**src/rtl/ctrl_seq_pkg.sv**
```systemverilog
// Shared definitions for the control step sequencer: state encoding and parameter defaults.
package ctrl_seq_pkg;

  typedef enum logic [2:0] {
    S_IDLE,
    S_RUN,
    S_WAIT_MEM,
    S_HALT,
    S_ERROR
  } seq_state_t;

  localparam int unsigned DEF_NUM_STEPS      = 8;
  localparam int unsigned DEF_FETCH_STEPS    = 3;
  localparam int unsigned DEF_TIMEOUT_CYCLES = 16;

endpackage

```
**src/rtl/wait_timer.sv**
```systemverilog
// Memory-wait counter; expired flags the TIMEOUT_CYCLES-th consecutive enabled cycle.
module wait_timer
  import ctrl_seq_pkg::*;
#(
  parameter int unsigned TIMEOUT_CYCLES = DEF_TIMEOUT_CYCLES
) (
  input  logic clk,
  input  logic clr,
  input  logic en,
  output logic expired
);

  logic [7:0] cnt;

  always_ff @(posedge clk) begin
    if (clr || !en) begin
      cnt <= '0;
    end else if (!expired) begin
      cnt <= cnt + 8'd1;
    end
  end

  assign expired = en && (cnt == 8'(TIMEOUT_CYCLES - 1));

endmodule

```
**src/rtl/ctrl_step_sequencer.sv**
```systemverilog
// Control step sequencer: one-hot T-state generator with memory wait, halt and timeout handling.
module ctrl_step_sequencer
  import ctrl_seq_pkg::*;
#(
  parameter  int unsigned NUM_STEPS      = DEF_NUM_STEPS,
  parameter  int unsigned FETCH_STEPS    = DEF_FETCH_STEPS,
  parameter  int unsigned TIMEOUT_CYCLES = DEF_TIMEOUT_CYCLES,
  parameter  int unsigned CNT_W          = 32,
  localparam int unsigned IDX_W          = $clog2(NUM_STEPS)
) (
  input  logic                 clk,
  input  logic                 clr,
  input  logic                 run,
  input  logic                 halt_req,
  input  logic                 end_instr,
  input  logic                 mem_req,
  input  logic                 mem_ready,
  output logic [NUM_STEPS-1:0] step,
  output logic [IDX_W-1:0]     step_idx,
  output logic                 fetch,
  output logic                 stall,
  output logic                 halted,
  output logic                 timeout_err,
  output logic [CNT_W-1:0]     instr_count
);

  localparam logic [IDX_W-1:0] LAST_IDX = IDX_W'(NUM_STEPS - 1);

  seq_state_t           state_q, state_d;
  logic [IDX_W-1:0]     idx_q, idx_d;
  logic [CNT_W-1:0]     cnt_q, cnt_d;
  logic                 pend_q, pend_d;
  logic                 err_q, err_d;
  logic                 advance;
  logic                 expired;
  logic                 active_d;
  logic                 fetch_d;
  logic [NUM_STEPS-1:0] step_d;

  wait_timer #(
    .TIMEOUT_CYCLES(TIMEOUT_CYCLES)
  ) u_wait_timer (
    .clk    (clk),
    .clr    (clr),
    .en     (state_q == S_WAIT_MEM),
    .expired(expired)
  );

  always_comb begin
    state_d = state_q;
    idx_d   = idx_q;
    cnt_d   = cnt_q;
    pend_d  = pend_q;
    err_d   = err_q;
    advance = 1'b0;
    case (state_q)
      S_IDLE, S_HALT: begin
        if (run) begin
          state_d = S_RUN;
          idx_d   = '0;
        end
      end
      S_RUN: begin
        pend_d = pend_q | halt_req;
        if (mem_req && !mem_ready) state_d = S_WAIT_MEM;
        else                       advance = 1'b1;
      end
      S_WAIT_MEM: begin
        pend_d = pend_q | halt_req;
        if (mem_ready) begin
          advance = 1'b1;
        end else if (expired) begin
          state_d = S_ERROR;
          err_d   = 1'b1;
          idx_d   = '0;
          pend_d  = 1'b0;
        end
      end
      S_ERROR: ;
      default: state_d = S_IDLE;
    endcase

    // A halt request seen in the boundary cycle itself still stops after this instruction.
    if (advance) begin
      if (end_instr || idx_q == LAST_IDX) begin
        idx_d = '0;
        cnt_d = cnt_q + CNT_W'(1);
        if (pend_q || halt_req) begin
          state_d = S_HALT;
          pend_d  = 1'b0;
        end else begin
          state_d = S_RUN;
        end
      end else begin
        idx_d   = idx_q + IDX_W'(1);
        state_d = S_RUN;
      end
    end
  end

  assign active_d = (state_d == S_RUN) || (state_d == S_WAIT_MEM);
  assign fetch_d  = active_d && (32'(idx_d) < FETCH_STEPS);

  for (genvar g = 0; g < NUM_STEPS; g++) begin : g_dec
    assign step_d[g] = active_d && (idx_d == IDX_W'(g));
  end

  always_ff @(posedge clk) begin
    if (clr) begin
      state_q <= S_IDLE;
      idx_q   <= '0;
      cnt_q   <= '0;
      pend_q  <= 1'b0;
      err_q   <= 1'b0;
      step    <= '0;
      fetch   <= 1'b0;
      stall   <= 1'b0;
      halted  <= 1'b0;
    end else begin
      state_q <= state_d;
      idx_q   <= idx_d;
      cnt_q   <= cnt_d;
      pend_q  <= pend_d;
      err_q   <= err_d;
      step    <= step_d;
      fetch   <= fetch_d;
      stall   <= (state_d == S_WAIT_MEM);
      halted  <= (state_d == S_HALT);
    end
  end

  assign step_idx    = idx_q;
  assign timeout_err = err_q;
  assign instr_count = cnt_q;

endmodule
```
**config.mk**
```make
export PLATFORM = sky130hd
export DESIGN_NAME = ctrl_step_sequencer
export DESIGN_NICKNAME = d
export VERILOG_FILES = /design/src/rtl/ctrl_seq_pkg.sv /design/src/rtl/wait_timer.sv /design/src/rtl/ctrl_step_sequencer.sv
export SDC_FILE = /design/constraint.sdc
export NUM_CORES = 1
export LEC_CHECK = 0
export ABC_AREA = 1
export CORE_MARGIN = 4
export CORE_UTILIZATION = 53
export CTS_CLUSTER_SIZE = 40
export DETAILED_ROUTE_END_ITERATION = 7
export PLACE_DENSITY = 0.83
export SLEW_MARGIN = 30
export SYNTH_ARGS = -nofsm -noshare
export SYNTH_HDL_FRONTEND = slang
export SYNTH_SLANG_ARGS = --single-unit
export TNS_END_PERCENT = 1
```
**constraint.sdc**
```tcl
create_clock -name clk -period 2.23 [get_ports clk]
set_input_delay 0.5575 -clock clk [delete_from_list [all_inputs] [get_ports clk]]
set_output_delay 0.5575 -clock clk [all_outputs]
set_load 0.01 [all_outputs]
```
==> impl_summary.md <==
Outcome
The flow ran to the end, and the final reports show no timing, DRC or antenna violations.

Synth
The commonest cells after synthesis are sky130_fd_sc_hd__nand2_1, sky130_fd_sc_hd__nor2_1, sky130_fd_sc_hd__dfxtp_1, sky130_fd_sc_hd__inv_1, sky130_fd_sc_hd__a21oi_1. When the netlist entered floorplanning its net count stood at 503. The share of Yosys cell area claimed by the top area cell type is 37.87%. The leading cell type by number of instances after synthesis is sky130_fd_sc_hd__nand2_1. The post-synthesis register bit count is 59. The Yosys step of the flow raised 0 warnings. The share of the yosys chip area belonging to registers is 37.87%. In the synthesized netlist the dominant register cell turns out to be sky130_fd_sc_hd__dfxtp_1. The average instance in the mapped netlist occupies 6.340 µm². In this run, synthesis inferred 0 flip-flops with an integrated enable. The synthesized netlist contains 27 unique library cells. The post-synthesis instance area is 3119 µm². Ranked by total cell area, the synthesized netlist is headed by sky130_fd_sc_hd__dfxtp_1, sky130_fd_sc_hd__nand2_1, sky130_fd_sc_hd__nor2_1. sky130_fd_sc_hd__dfxtp_1 takes more of the synthesized area than any other cell. The gate count after technology mapping is 492.

The proportion of register bits with asynchronous set or reset after synthesis is 0%.

Critical path
The cell family with the largest share of critical-path delay is buffers and inverters. The delay of the slowest cell on the worst path is 0.60 ns. The worst path arrival time is 1.43 ns. The maximum fanout along the worst path is 6. The type of origin of the critical path is a flip-flop. Counting both buffers and inverters, the worst setup path holds a total of 1. The slowest stage of the critical path is the sky130_fd_sc_hd__clkdlybuf4s50_1 cell. The kind of capture point of the worst setup path is an output pin. The critical path in this run is classified as flip-flop to output pin. Walking the worst path, the cells encountered are clkdlybuf4s50_1. STA puts the critical path data required time at 1.67 ns.

Floorplanning
The floorplan step set the die height to 84.72 µm. The total area inside the core boundary comes to 5608 µm². The overall die area is 7177 µm².

54 I/O pins were placed. The row count is 27. The starting utilization of the core area is 55.62%. Measured along the x axis, the die boundary spans 84.72 µm.

STA
For this run, the top clock speed supported by timing is 502.4 MHz. The final max-slew violation count is 0. The count of endpoints failing hold in the final timing report is 0. The final period demand of the worst path is 1.990 ns. The setup clock skew after layout is 0.005486 ns. The relative max-transition margin is 71.86%.

The count of final setup violators is 0. For the pin with the worst max-slew slack, the measured transition is 0.4189 ns. Setup repair after global routing left no endpoint under its margin. Of the available clock period, the critical path in the final layout requires 89.26%.

Finish
The number of antenna cells inserted is 0. Cells with a size suffix above 1 make up 7.665% of the layout. From synthesis to final layout, the design area changed by 29.40%. The non-filler instance count after layout is 633. The final core utilization is 71.98%. The cell area after layout is 4036 µm². The net count of the finished layout is 567.

Route
The first detailed-routing pass ran for 4 iterations. The detailed-route wire length is 7990 µm. After detailed routing, the average wire length per cell comes to 12.62 µm.

After detailed routing, the number of remaining DRC violations is 0. The number of design-rule violations left by the first detailed-router iteration is 213. Detailed routing inserted a total of 3,311 vias.

The detail route stage leaves a number of antenna-violating nets equal to 0. Using the TritonRoute via totals, the vias-per-cell ratio works out to 5.231.

Pwr
For this design the ratio of total power to cell area is 744.0 nW/µm². The worst IR drop on VDD is 0.6722 mV. The switching fraction of total power is 29.15%. The leakage power summed over all cells is 0.001550 µW. Of the total power, registers draw 38.6%. Cell internal power was estimated by the tool at 2128 µW. The proportion of power drawn by the clock network is 41.0%. The switching power is 875.3 µW.

Of the total power, combinational logic draws 20.3%.

Global routing
The first global-routing pass estimated 13,620 µm of wire. For this run the aggregate overflow at the end of global routing stands at 0. The aggregate global-route resource usage is 23.07%. The fraction of met1 tracks used by global routing is 27.89%. The number of global-route vias before repair is 3,070. After global routing, the most crowded layer is met2. The met2 demand-to-capacity share in global routing is 39.86%.

The pin count of the biggest net entering global routing is 24. The number of antenna violations at the first check in global routing is 0. The met3 track demand over resource in global routing is 6.084%.

CTS
The clock slew seen by the registers of the worst setup and hold paths is 0.07 ns. In this run the post-CTS setup repair buffer count came out at 0. After clock tree synthesis, the repair step resized 0 gates. The number of buffers added by the clock tree synthesis step is 9. TritonCTS built the clock tree. Clock latency on the worst-skew pair, taken at its later pin, is 0.34 ns. The number of H-tree levels is 3. CTS placed an instance of sky130_fd_sc_hd__clkbuf_8 at the clock tree root. The number of buffers on the longest clock path is 2. The cts-stage hold buffer count is 0. The number of sinks handled by clock tree synthesis is 59.

Placed design
In this run the tool buffered the top-level ports with 53 buffer cells. The number of instances in the placed design is 617. The instance area at placement is 3786 µm². The placed wire-length estimate is 6011 µm. The placer congestion estimate is 0.9175.

Job
The max capacitance violation total is 0.

Worst hold path
The class of the tightest hold or removal check is flip-flop to flip-flop.
-- power groups by stage --
| stage | combinational, µW | clock (µW) | sequential, µW |
|---|---|---|---|
| after detailed placement | 606 | 0 | 1180 |
| after global routing | 694 | 1280 | 1170 |
| final | 610 | 1230 | 1160 |
| after global placement | 595 | 0 | 1180 |
| after CTS | 613 | 1240 | 1160 |
| after floorplan | 369 | 0 | 1200 |
-- state kept, by name (all words and copies together), names as in the netlist --
register          count
pend_q                1
instr_count          32
timeout_err           1
u_wait_timer.cnt      8
step_idx              3
stall                 1
fetch                 1
state_q               3
halted                1
step                  8
-- metrics by stage --
step	hold slack, ns	setup TNS (ns)	setup WS (ns)	total power (µW)
6_report	0.4563	0	0.2396	3003
5_1_grt	0.4928	0	0.1608	3141
4_1_cts	0.4634	0	0.2385	3009
3_5_place_dp	0.4496	-0.1037	-0.03532	1788
3_3_place_gp	0.4410	0	0.01795	1776
2_1_floorplan	0.4481	0	0.5956	1569
-- metal layers --
metal / vias up / wire (µm)
li1: 1678 / -
met4: 0 / 143
met5: - / 0
met3: 18 / 408
met1: 1516 / 3537
met2: 99 / 3899
-- cell usage in the layout, fill, tap and decap left out --
cell / count
sky130_fd_sc_hd__a31oi_1: 2
sky130_fd_sc_hd__nor2_8: 1
sky130_fd_sc_hd__clkinv_2: 1
sky130_fd_sc_hd__or2_2: 1
sky130_fd_sc_hd__clkbuf_8: 10
sky130_fd_sc_hd__nand3b_1: 4
sky130_fd_sc_hd__nor3_2: 1
sky130_fd_sc_hd__xor2_1: 7
sky130_fd_sc_hd__o21ai_0: 14
sky130_fd_sc_hd__ha_1: 4
sky130_fd_sc_hd__bufinv_16: 3
sky130_fd_sc_hd__a21oi_2: 1
sky130_fd_sc_hd__nand2_1: 155
sky130_fd_sc_hd__o21bai_1: 1
sky130_fd_sc_hd__nor2_1: 71
sky130_fd_sc_hd__dfxtp_1: 59
sky130_fd_sc_hd__and3_1: 1
sky130_fd_sc_hd__buf_12: 2
sky130_fd_sc_hd__nand4_1: 3
sky130_fd_sc_hd__nor2_2: 5
sky130_fd_sc_hd__o21a_1: 2
sky130_fd_sc_hd__nand2_4: 2
sky130_fd_sc_hd__clkinv_4: 2
sky130_fd_sc_hd__nand3_1: 28
sky130_fd_sc_hd__clkdlybuf4s50_1: 53
sky130_fd_sc_hd__inv_2: 4
sky130_fd_sc_hd__nor3_1: 20
sky130_fd_sc_hd__nand2_2: 3
sky130_fd_sc_hd__inv_1: 57
sky130_fd_sc_hd__buf_4: 7
sky130_fd_sc_hd__a21oi_1: 37
-- cells by family (layout without fill, tap and decap cells) --
group | count (synthesis) | after routing | synth area share [%]
fa+ha+maj | 4 | 4 | 1.605
xor+xnor | 7 | 7 | 1.966
compound gates | 57 | 57 | 9.587
simple gates | 295 | 295 | 40.15
buf+inv | 70 | 139 | 8.825
flops | 59 | 59 | 37.87
-- layout make-up --
class	instances	area, µm²
Inverter	61	229.0
Timing Repair Buffer	62	623.1
Clock buffer	10	137.6
Multi-Input combinational cell	363	1663
Tap cell	72	90.09
Clock inverter	6	112.6
Sequential cell	59	1181
Fill cell	466	1572
-- worst paths after layout --
path,startpoint,to,slack (ns),depth (start not counted)
worst min register to register,timeout_err$_SDFFE_PP0P_,timeout_err$_SDFFE_PP0P_,0.46,2
worst max-delay path,instr_count[14]$_SDFFE_PP0P_,instr_count[14],0.24,1
worst min-delay path,timeout_err$_SDFFE_PP0P_,timeout_err$_SDFFE_PP0P_,0.46,2
worst max register to register,u_wait_timer.cnt[0]$_SDFFE_PP0N_,step[1]$_SDFF_PP0_,0.39,11
Power figures use the tool's default switching activity.
